===== src/rtl/matrix_sequencer.sv =====
`default_nettype none
// +----------------------------------------------------------------------------+
// | Module   : matrix_sequencer                                                |
// | Purpose  : Mode/count sequencer for a multiplexed dot matrix. A slow tick  |
// |            steps a count through 1..MODE_LEN(mode), then moves to the next |
// |            mode. An independent scan divider walks the matrix rows and     |
// |            registers row drive and column data. The count is also shown on |
// |            a seven-segment digit.                                          |
// | Ports    : clk_i      - clock, rising edge                                 |
// |            rst_ni     - asynchronous active-low reset                      |
// |            step_i     - advance to the next mode at once                   |
// |            pause_i    - freeze sequencing (SEQ_PAUSE_EN builds only)       |
// |            pat_col_i  - column pattern for {mode_o,row_idx_o} from ROM     |
// |            mode_o     - current mode index                                 |
// |            count_o    - count within the mode, 1..MODE_LEN                 |
// |            tick_o     - one-cycle pulse per count tick                     |
// |            row_idx_o  - current scan row                                   |
// |            dot_row_o  - active-low one-hot row drive (registered)          |
// |            dot_col_o  - active-high column data (registered)               |
// |            out_o      - active-low seven-segment {g..a} of count_o         |
// | Config   : define SEQ_PAUSE_EN to add the pause_i input                    |
// | Revision : 1.0 - initial release                                           |
// +----------------------------------------------------------------------------+
module matrix_sequencer #(
  parameter int TICK_DIV  = 50000000,
  parameter int SCAN_DIV  = 5000,
  parameter int ROWS      = 8,
  parameter int COLS      = 8,
  parameter int NUM_MODES = 3,
  parameter logic [4*NUM_MODES-1:0] MODE_LENS = {4'd10, 4'd5, 4'd15}
) (
  input  logic                     clk_i,
  input  logic                     rst_ni,
  input  logic                     step_i,
`ifdef SEQ_PAUSE_EN
  input  logic                     pause_i,
`endif
  input  logic [COLS-1:0]          pat_col_i,
  output logic [1:0]               mode_o,
  output logic [3:0]               count_o,
  output logic                     tick_o,
  output logic [$clog2(ROWS)-1:0]  row_idx_o,
  output logic [ROWS-1:0]          dot_row_o,
  output logic [COLS-1:0]          dot_col_o,
  output logic [6:0]               out_o
);

  localparam int c_TW = $clog2(TICK_DIV);
  localparam int c_SW = $clog2(SCAN_DIV);
  localparam int c_RW = $clog2(ROWS);

  localparam logic [c_TW-1:0] c_TICK_LAST = c_TW'(TICK_DIV - 1);
  localparam logic [c_SW-1:0] c_SCAN_LAST = c_SW'(SCAN_DIV - 1);
  localparam logic [c_RW-1:0] c_ROW_LAST  = c_RW'(ROWS - 1);
  localparam logic [1:0]      c_MODE_LAST = 2'(NUM_MODES - 1);
  // Zero-padded to four entries so any 2-bit mode index selects in range.
  localparam logic [15:0]     c_LENS      = 16'(MODE_LENS);

  logic [c_TW-1:0] tick_cnt_q, tick_cnt_d;
  logic [c_SW-1:0] scan_cnt_q, scan_cnt_d;
  logic [c_RW-1:0] row_q,      row_d;
  logic [1:0]      mode_q,     mode_d;
  logic [3:0]      count_q,    count_d;
  logic [ROWS-1:0] dot_row_q,  dot_row_d;
  logic [COLS-1:0] dot_col_q;

  logic       w_run;
  logic       w_tick_term;
  logic [1:0] w_mode_next;
  logic [3:0] w_len_sel;
  logic [3:0] w_mode_len;

`ifdef SEQ_PAUSE_EN
  assign w_run = ~pause_i;
`else
  assign w_run = 1'b1;
`endif

  assign w_tick_term = (tick_cnt_q == c_TICK_LAST);
  assign w_mode_next = (mode_q == c_MODE_LAST) ? 2'd0 : mode_q + 2'd1;
  assign w_len_sel   = {mode_q, 2'b00};
  assign w_mode_len  = c_LENS[w_len_sel +: 4];

  // Pause also masks the tick pulse, not just its effect.
  assign tick_o = w_tick_term & w_run;

  // Sequencing: step has priority and absorbs a coincident tick, so a
  // simultaneous step+tick yields exactly one mode advance.
  always_comb begin
    tick_cnt_d = tick_cnt_q;
    mode_d     = mode_q;
    count_d    = count_q;
    if (step_i) begin
      mode_d     = w_mode_next;
      count_d    = 4'd1;
      tick_cnt_d = '0;
    end else if (w_run) begin
      if (w_tick_term) begin
        tick_cnt_d = '0;
        if (count_q < w_mode_len) begin
          count_d = count_q + 4'd1;
        end else begin
          mode_d  = w_mode_next;
          count_d = 4'd1;
        end
      end else begin
        tick_cnt_d = tick_cnt_q + c_TW'(1);
      end
    end
  end

  // Row scanning runs free of mode changes and pause.
  always_comb begin
    scan_cnt_d = scan_cnt_q + c_SW'(1);
    row_d      = row_q;
    if (scan_cnt_q == c_SCAN_LAST) begin
      scan_cnt_d = '0;
      row_d      = (row_q == c_ROW_LAST) ? '0 : row_q + c_RW'(1);
    end
  end

  // Row ROWS-1-row_q is driven low; registering it alongside pat_col_i keeps
  // row drive and column data aligned one cycle behind row_idx_o.
  always_comb begin
    dot_row_d = '1;
    for (int i = 0; i < ROWS; i++) begin
      dot_row_d[i] = (row_q != c_RW'(ROWS - 1 - i));
    end
  end

  always_ff @(posedge clk_i or negedge rst_ni) begin
    if (!rst_ni) begin
      tick_cnt_q <= '0;
      scan_cnt_q <= '0;
      row_q      <= '0;
      mode_q     <= 2'd0;
      count_q    <= 4'd1;
      dot_row_q  <= '1;
      dot_col_q  <= '0;
    end else begin
      tick_cnt_q <= tick_cnt_d;
      scan_cnt_q <= scan_cnt_d;
      row_q      <= row_d;
      mode_q     <= mode_d;
      count_q    <= count_d;
      dot_row_q  <= dot_row_d;
      dot_col_q  <= pat_col_i;
    end
  end

  // Active-low hex decode, bit order {g,f,e,d,c,b,a}.
  always_comb begin
    out_o = 7'b1111111;
    case (count_q)
      4'h0: out_o = 7'b1000000;
      4'h1: out_o = 7'b1111001;
      4'h2: out_o = 7'b0100100;
      4'h3: out_o = 7'b0110000;
      4'h4: out_o = 7'b0011001;
      4'h5: out_o = 7'b0010010;
      4'h6: out_o = 7'b0000010;
      4'h7: out_o = 7'b1111000;
      4'h8: out_o = 7'b0000000;
      4'h9: out_o = 7'b0010000;
      4'hA: out_o = 7'b0001000;
      4'hB: out_o = 7'b0000011;
      4'hC: out_o = 7'b1000110;
      4'hD: out_o = 7'b0100001;
      4'hE: out_o = 7'b0000110;
      4'hF: out_o = 7'b0001110;
      default: out_o = 7'b1111111;
    endcase
  end

  assign mode_o    = mode_q;
  assign count_o   = count_q;
  assign row_idx_o = row_q;
  assign dot_row_o = dot_row_q;
  assign dot_col_o = dot_col_q;

endmodule
`default_nettype wire


===== config.mk =====
export PLATFORM = sky130hd
export DESIGN_NAME = matrix_sequencer
export DESIGN_NICKNAME = d
export VERILOG_FILES = /design/src/rtl/matrix_sequencer.sv
export SDC_FILE = /design/constraint.sdc
export NUM_CORES = 1
export LEC_CHECK = 0
export ABC_AREA = 1
export CORE_MARGIN = 2
export CORE_UTILIZATION = 30
export DETAILED_ROUTE_END_ITERATION = 6
export GPL_TIMING_DRIVEN = 0
export PLACE_DENSITY = 0.56
export SKIP_LAST_GASP = 1
export SLEW_MARGIN = 10
export SYNTH_ARGS = -nofsm -noshare
export SYNTH_HDL_FRONTEND = slang
export SYNTH_SLANG_ARGS = --single-unit

===== constraint.sdc =====
create_clock -name clk_i -period 1.85 [get_ports clk_i]
set_input_delay 0.37 -clock clk_i [delete_from_list [all_inputs] [get_ports clk_i]]
set_output_delay 0.37 -clock clk_i [all_outputs]
set_load 0.02 [all_outputs]

== Word-level counts from Yosys, hierarchy flattened ==
Memories as Yosys holds them, arrays and structs flattened.
Cells that the tools add are included.

* Memories kept: 1
* Bits in writable memories: 0
* Logic and storage cells: 41
* Bits in registers: 64
* Output and inout port bits: 33
* Bits in latches: 0
* ROM bits: 112
* Input port bits: 11

* Order comparisons: 1
* Divide/modulo/power cells: 0
* Bitwise logic cells: 0
* Shift-type cells: 1
* Multiplexer cells: 11
* Reductions and logical operators: 3
* Add/sub/neg operators: 5
* Multiply operators: 0
* Eq/ne operators: 12

{| class="wikitable"
|+ Memories
! name !! words !! width !! rd ports !! clocked after memory_dff !! write ports !! line !! source
|-
| (name not given) || 16 || 7 || 1 || 0 || 0 || 154 || <nowiki>case (count_q)</nowiki>
|}

{| class="wikitable"
|+ Operator list
! kind !! number
|-
| 26-bit 2-to-1 mux || 2
|-
| 26-bit by 1-bit adder with 26-bit output, second input constant || 1
|-
| 26-bit equality test, second input constant || 1
|-
| 16-bit by 5-bit indexed part select with 4-bit output, first input constant || 1
|-
| 13-bit by 1-bit adder with 13-bit output, second input constant || 1
|-
| 13-bit equality test, second input constant || 1
|-
| 13-bit 2-to-1 mux || 1
|-
| 4-bit 2-to-1 mux || 3
|-
| 3-bit != test, second input constant || 4
|-
| 2-bit 2-to-1 mux || 4
|-
| 3-bit by 2-bit != test with 1-bit output, second input constant || 2
|-
| 4-bit by 1-bit adder with 4-bit output, second input constant || 1
|-
| 4-bit < comparator || 1
|-
| 3-bit by 1-bit adder with 3-bit output, second input constant || 1
|-
| 3-bit equality test, second input constant || 1
|-
| 3-bit 2-to-1 mux || 1
|-
| 3-bit by 1-bit != test with 1-bit output, second input constant || 1
|-
| 3-bit nonzero test || 1
|-
| 2-bit by 1-bit adder with 2-bit output, second input constant || 1
|-
| 2-bit equality test, second input constant || 1
|-
| 2-bit != test, second input constant || 1
|-
| 2-bit AND reduction || 1
|-
| 2-bit nonzero test || 1
|}

== Depth between registers and ports, before layout ==
Gate-level depths: netlist of run 1.

* Word-level depth: 5
* Depth in mapped cells: 10
* Depth with buffers taken out: 10

== Worst setup path after synthesis of run 1 ==
No wires, ideal clock.

* Kind: register to output
* From: register count_q[1], in the netlist count_o[1]
* To: output port out_o[2]
* Path slack: -0.202 ns
* Arrival time: 1.682 ns
* Required time: 1.480 ns
* Path buffers: 0
* Cell stages (with the launch flop): 5
* Path through: dfrtp_1 > inv_1 > ha_1 > o21ai_0 > a21boi_0

* Longest elaborated chain between the ends: 1

{| class="wikitable"
|+ Ends and longest elaborated chain
! item !! line !! source
|-
| from (decl) || 63 || <nowiki>logic [3:0] count_q, count_d;</nowiki>
|-
| from (signal assigned) || 145 || <nowiki>count_q <= count_d;</nowiki>
|-
| memory 16 x 7 bit || n/a ||
|-
| to (decl) || 45 || <nowiki>output logic [6:0] out_o</nowiki>
|}

No other way between the ends.

== Final worst setup path of run 1 ==
* From: register count_q[0], in the netlist count_o[0]
* To: output port out_o[3]

Same word-level chain as after synthesis.

==> impl_metrics.json, run 1 <==
{
  "switching_share": 0.3080,
  "io_pins": 44,
  "clock_sinks": 64,
  "fin_util": 0.4223,
  "async_flop_share": 1.000,
  "p_comb_frac": 0.245,
  "pwr-share-seq": 0.374,
  "syn_to_final_growth_pct": 37.20,
  "cp_data_arrival_time_ns": 1.76,
  "tightest_slew_ns": 0.4180,
  "hold_depth": 2,
  "initial_core_util": 0.3078,
  "seq_area_frac_synth": 0.4589,
  "dr.first_iter.drc_count": 161,
  "row_count": 39,
  "clkTransAtPathRegs_ns": 0.06,
  "grt_max_degree": 47,
  "wirelength_microns": 8278,
  "die_h_microns": 112.2,
  "rr_endpoint": "tick_cnt_q[24]",
  "timing.rr.start": "tick_cnt_q[1]",
  "hold_path.class": "in2reg",
  "cts-root-buf": "clkbuf_16",
  "grt-ovfl-total": 0,
  "num_vias": 3067,
  "drc": 0,
  "clock-skew-final_ns": 0.009858,
  "relSlewSlack": 0.7192,
  "synth_edf_count": 0,
  "grt_pass1_vias": 2947,
  "ys_types": 33,
  "rsz0062_at_grt": "true",
  "cp-end-kind": "output pin",
  "internal_power_uw": 2797,
  "power.density_mw_per_mm2": 838.2,
  "fin_total_pwr_uw": 4042,
  "grt_pass1_wl_microns": 14200,
  "dp_hpwl_microns": 5656,
  "synthCells": 444,
  "grt_use_total": 0.1382,
  "ys_ff_latch": 64,
  "cp-start-kind": "register",
  "drtPass1Iterations": 4,
  "leakagePower_uw": 0.002165,
  "antenna_found_initial": 0,
  "wl_per_cell_microns": 12.25,
  "clkLatencyLatePin_ns": 0.33,
  "fin_area_sq_mm": 0.004822,
  "port_buffers": 42,
  "place_ws_ns": -0.7010,
  "die-area_sq_mm": 0.01260,
  "antennaDiodeCount": 0,
  "path_class": "reg2out",
  "ant_nets": 0,
  "power_switching_uw": 1245,
  "hold_violations": 0,
  "setup_viol_count_final": 7,
  "avgSynthCellArea_sq_um": 7.916,
  "cts_inserted_buffers": 9,
  "dieWidth_microns": 112.2,
  "htreeDepth": 3,
  "yosys_warnings": 0,
  "whs_endpoint": "tick_cnt_q[4]",
  "outcome": "finished, violations left",
  "dpl_cell_area_sq_mm": 0.004165,
  "synth-main-ff-cell": "dfrtp_1",
  "place.gp.congestion": 0.8160,
  "fin_hold_ws_ns": 0.3581,
  "cp.required_ns": 1.48,
  "p_clk_frac": 0.381,
  "fin_crit_sh": 1.149,
  "cts_buffer_depth": 2,
  "coreArea_sq_mm": 0.01142,
  "hp-start": "step_i",
  "crit_fanout": 5,
  "drv_slew": 0,
  "ir_drop_mv": 0.4113,
  "violations": "setup timing",
  "drive_gt1_frac": 0.2495,
  "r2r_slack_ns": 0.18,
  "setup_ws_ns": -0.2762,
  "cts_tree": "built",
  "viasPerCell": 4.537,
  "worst_r2r_path_depth": 11,
  "nets": 554,
  "syn-cell-area_sq_mm": 0.003515,
  "max_freq_ghz": 0.4703,
  "cap_violations": 0,
  "synth_nets": 470,
  "layout_min_cycle_time_ns": 2.126
}
layout by cell type (no fill, tap or decap), types with 3 or more instances in the layout:
cell type / n
a21oi_1: 12
buf_2: 5
buf_4: 33
buf_6: 7
clkbuf_16: 9
clkdlybuf4s50_1: 30
clkinv_2: 3
clkinv_4: 3
clkinvlp_4: 4
dfrtp_1: 51
dfrtp_2: 4
dfstp_2: 9
ha_1: 9
ha_4: 5
inv_1: 53
inv_2: 8
nand2_1: 97
nand2_2: 10
nand3_1: 17
nand3_2: 5
nand3b_1: 3
nand4_1: 11
nor2_1: 63
nor2_2: 8
nor2_4: 6
nor3_1: 12
o21ai_0: 12
o21ai_1: 6
xnor2_1: 4
xor2_1: 8
per-layer routing:
metal	vias up	track usage	routed length (microns)
met5	-	0	0
met4	0	0.05041	133
met3	12	0.02700	203
met2	44	0.2249	4045
met1	1442	0.1838	3896
li1	1569	-	-
cells in the mapped netlist, types with 2 or more instances:
master / instances / area, sq um
nor2_1: 64 / 240.2
a21boi_0: 2 / 15.01
buf_2: 5 / 25.02
inv_2: 4 / 15.01
dfrtp_1: 55 / 1376
nand3_1: 19 / 95.09
dfstp_2: 9 / 236.5
nor2_4: 4 / 45.04
nand2_1: 102 / 382.9
xor2_1: 8 / 70.07
nand2_2: 5 / 31.28
nor2_2: 9 / 56.30
o21ai_0: 17 / 85.08
a21oi_1: 15 / 75.07
xnor2_1: 4 / 35.03
nor3_1: 13 / 65.06
nand3_2: 4 / 40.04
o21ai_1: 3 / 15.01
nor3b_1: 2 / 15.01
inv_1: 60 / 225.2
nand4_1: 11 / 68.82
ha_1: 15 / 187.7
buf_6: 2 / 22.52
nand3b_1: 3 / 22.52
per-stage QoR:
step,setup TNS (ns),cells
2_1_floorplan,-0.1205,444
3_3_place_gp,-114.32,629
3_5_place_dp,-4.037,630
4_1_cts,-1.754,667
5_1_grt,-2.296,676
6_report,-1.615,676
flip-flops by register name, indices dropped and copies added (netlist names):
register and cells:
scan_cnt_q 13, count_o 4, mode_o 2, dot_col_o 8
dot_row_o 8, row_idx_o 3, tick_cnt_q 26
power groups by stage:
stage	registers (uW)	logic (uW)	clock network (uW)
after floorplan	1580	427	0
after global routing	1520	1080	1650
final	1510	988	1540
after global placement	1550	788	0
after CTS	1510	944	1590
after detailed placement	1550	812	0
how the worst max path moves through the flow:
stage / end / slack [ns] / start
floorplan: out_o[2] / -0.06 / count_o[1]
finish: out_o[3] / -0.28 / count_o[0]
global placement: mode_o[0] / -1.84 / rst_ni
CTS: out_o[3] / -0.27 / count_o[0]
detailed placement: out_o[3] / -0.70 / count_o[0]
global route: out_o[0] / -0.36 / count_o[0]
timing repair:
item | CTS | global route
endpoints found under the setup margin | 10 | 9
hold endpoints to repair | 18 | 0
hold buffers | 1 | 0
pin swaps | 10 | 6
setup buffers | 20 | 9
gates resized for setup | 77 | 16
kinds of logic (layout without fill, tap and decap cells):
group / Yosys count / count (layout) / share of synthesized area
and+or+nand+nor: 239 / 239 / 0.3090
buffers and inverters: 71 / 160 / 0.08188
DFF: 64 / 64 / 0.4589
AOI/OAI and AO/OA: 43 / 43 / 0.06693
adders and majority gates: 15 / 15 / 0.05340
xor gates and xnor gates: 12 / 12 / 0.02990
worst max-delay path: stages, from the launching register on:
cell	delay (ns)
dfstp_2	0.59
clkinvlp_4	0.17
ha_4	0.26
a21oi_4	0.15
o21ai_2	0.08
o21ai_2	0.06
buf_6	0.13
cell type report:
type,instances,area [sq um]
sequential,64,1618
inverter,64,251.5
multi-input combinational,309,1780
fill,1128,6596
tap,143,178.9
clock inverter,7,48.80
buffer,7,53.80
clock buffer,9,225.2
timing repair buffer,73,665.6
Note: power is estimated with default switching activity, not from simulation.
==> inputs of run 2 (changes only) <==
- PLACE_DENSITY: 0.56 -> 0.57
==> run 2 against run 1 <==
  * The flow still finishes with violations (setup timing)
  * Sequential share of layout area down 0.41 points
  * Non-clock buffer count up 6
  * Clock skew up 0.0013 ns
  * Cell count up 0.89%
  * Critical endpoint is now out_o[4]
  * Largest cell class unchanged
==> impl_metrics.json, run 2 (same netlist as run 1, synthesis figures left out) <==
{
  "initial_core_util": 0.3078,
  "antennaDiodeCount": 0,
  "fin_util": 0.4272,
  "cp_data_arrival_time_ns": 1.65,
  "row_count": 39,
  "cts_inserted_buffers": 9,
  "drtPass1Iterations": 4,
  "crit_fanout": 4,
  "power_switching_uw": 1268,
  "place.gp.congestion": 0.8089,
  "leakagePower_uw": 0.002245,
  "cp.required_ns": 1.48,
  "switching_share": 0.3063,
  "setup_ws_ns": -0.1678,
  "clkLatencyLatePin_ns": 0.33,
  "wl_per_cell_microns": 12.30,
  "place_inst": 630,
  "top_regs": "tick_cnt_q (26), scan_cnt_q (13)",
  "port_buffers": 42,
  "num_vias": 3096,
  "cts_tree": "built",
  "largest_reg_flops": 26,
  "grt-ovfl-total": 0,
  "drv_slew": 0,
  "pwr-share-seq": 0.364,
  "cp-start-kind": "register",
  "clock_sinks": 64,
  "crit_path_max_incr_delay_ns": 0.57,
  "path_cells": "buf_6 > ha_4 > inv_4 > o32ai_2 > buf_4",
  "slowest_stage": "dfstp_2",
  "wirelength_microns": 8386,
  "cts_buffer_depth": 2,
  "setup_viol_count_final": 8,
  "top_layer_used": "met4",
  "grt_max_degree": 51,
  "hold_violations": 0,
  "ir_drop_mv": 0.3788,
  "cts-root-buf": "clkbuf_16",
  "io_pins": 44,
  "coreArea_sq_mm": 0.01142,
  "fin_crit_sh": 1.091,
  "drc": 0,
  "grt_use_total": 0.1388,
  "mostFrequentLayoutCells": "99 x nand2_1, 63 x nor2_1, 52 x inv_1, 52 x dfrtp_1, 39 x buf_4",
  "htreeDepth": 3,
  "wl_met1_microns": 3948,
  "cap_violations": 0,
  "violations": "setup timing",
  "relSlewSlack": 0.7342,
  "hold_depth": 2,
  "power.density_mw_per_mm2": 848.5,
  "clock-skew-final_ns": 0.01118,
  "outcome": "finished, violations left",
  "wl_met2_microns": 4061,
  "antenna_found_initial": 0,
  "layout_commonest_cell": "nand2_1",
  "rsz0062_at_grt": "true",
  "viasPerCell": 4.540,
  "fin_total_pwr_uw": 4139,
  "syn_to_final_growth_pct": 38.80,
  "worst_r2r_path_depth": 11,
  "clkTransAtPathRegs_ns": 0.06,
  "finalNonFillerCells": 682,
  "grt_pass1_vias": 3067,
  "die_h_microns": 112.2,
  "layout_min_cycle_time_ns": 2.018,
  "finalSetupTns_ns": -1.092,
  "cp-end-kind": "output pin",
  "hold_path.class": "in2reg",
  "die-area_sq_mm": 0.01260,
  "dieWidth_microns": 112.2,
  "dr.first_iter.drc_count": 144,
  "internal_power_uw": 2871,
  "dp_hpwl_microns": 5631,
  "drive_gt1_frac": 0.2597,
  "grt_pass1_wl_microns": 14220,
  "tightest_slew_ns": 0.3957,
  "ant_nets": 0,
  "p_clk_frac": 0.385,
  "fin_hold_ws_ns": 0.3570,
  "max_freq_ghz": 0.4956,
  "path_class": "reg2out",
  "p_comb_frac": 0.252,
  "wl_met3_microns": 253,
  "nets": 560,
  "regMostFlops": "tick_cnt_q"
}
-- run 2: cell count changes in the layout (fill, tap and decap cells not counted), sizes merged --
cell | previous run | this run
buf | 46 | 52
inv | 61 | 64
dlymetal6s2s | 1 | 4
clkdlybuf4s50 | 30 | 27
clkinvlp | 4 | 2
clkinv | 6 | 4
clkbuf | 9 | 10
-- run 2: area by class of cell --
type | count | area (sq um)
timing repair buffer | 79 | 724.4
clock inverter | 6 | 43.79
tap | 143 | 178.9
fill | 1117 | 6540
buffer | 7 | 53.80
multi-input combinational | 309 | 1773
clock buffer | 10 | 239.0
sequential | 64 | 1617
inverter | 64 | 249.0
-- run 2: layer usage --
metal / up-vias / GRT usage
met2: 47 / 0.2317
met5: - / 0
met4: 0 / 0.04878
met3: 8 / 0.03186
li1: 1579 / -
met1: 1462 / 0.1774
-- run 2: timing repair --
item | in CTS | in global routing
buffers inserted | 33 | 2
pin swaps | 16 | 3
hold buffers | 1 | 0
hold endpoints to repair | 14 | 0
resized for setup | 94 | 7
endpoints found under the setup margin | 10 | 12
-- run 2: worst paths after layout --
path,slack (ns),start,endpoint
hold reg to reg,0.52,scan_cnt_q[2],scan_cnt_q[2]
min in group asynchronous,0.46,rst_ni,tick_cnt_q[4]
hold / removal,0.36,step_i,tick_cnt_q[23]
setup reg to reg,0.21,tick_cnt_q[1],mode_o[1]
setup / recovery,-0.17,count_o[0],out_o[4]
max in group asynchronous,0.83,rst_ni,dot_row_o[3]
-- run 2: power groups by stage --
stage / Combinational [uW] / Clock, uW / Sequential, uW
after floorplan: 427 / 0 / 1580
final: 1040 / 1590 / 1500
after global routing: 1140 / 1720 / 1510
after detailed placement: 810 / 0 / 1550
after CTS: 1020 / 1660 / 1500
after global placement: 788 / 0 / 1550
-- run 2: critical path, delay by kind of cell, from the launching register on --
| kind | cells | cell delay, ns |
|---|---|---|
| buffers and inverters | 3 | 0.37 |
| AO/OA/AOI/OAI | 1 | 0.23 |
| adder cells (fa/ha/maj) | 1 | 0.15 |
| flip-flops | 1 | 0.57 |
-- run 2: through the flow --
stage,setup slack (ns),area [sq um]
5_1_grt,-0.2353,4878
4_1_cts,-0.1797,4842
3_5_place_dp,-0.6863,4165
3_3_place_gp,-1.793,4140
6_report,-0.1678,4878
2_1_floorplan,-0.05971,3541
==> inputs of run 3 (changes only) <==
- CAP_MARGIN: not set -> 20
==> results of run 3 <==
Same layout as run 2: the final DEF is identical, and so are final timing and power.
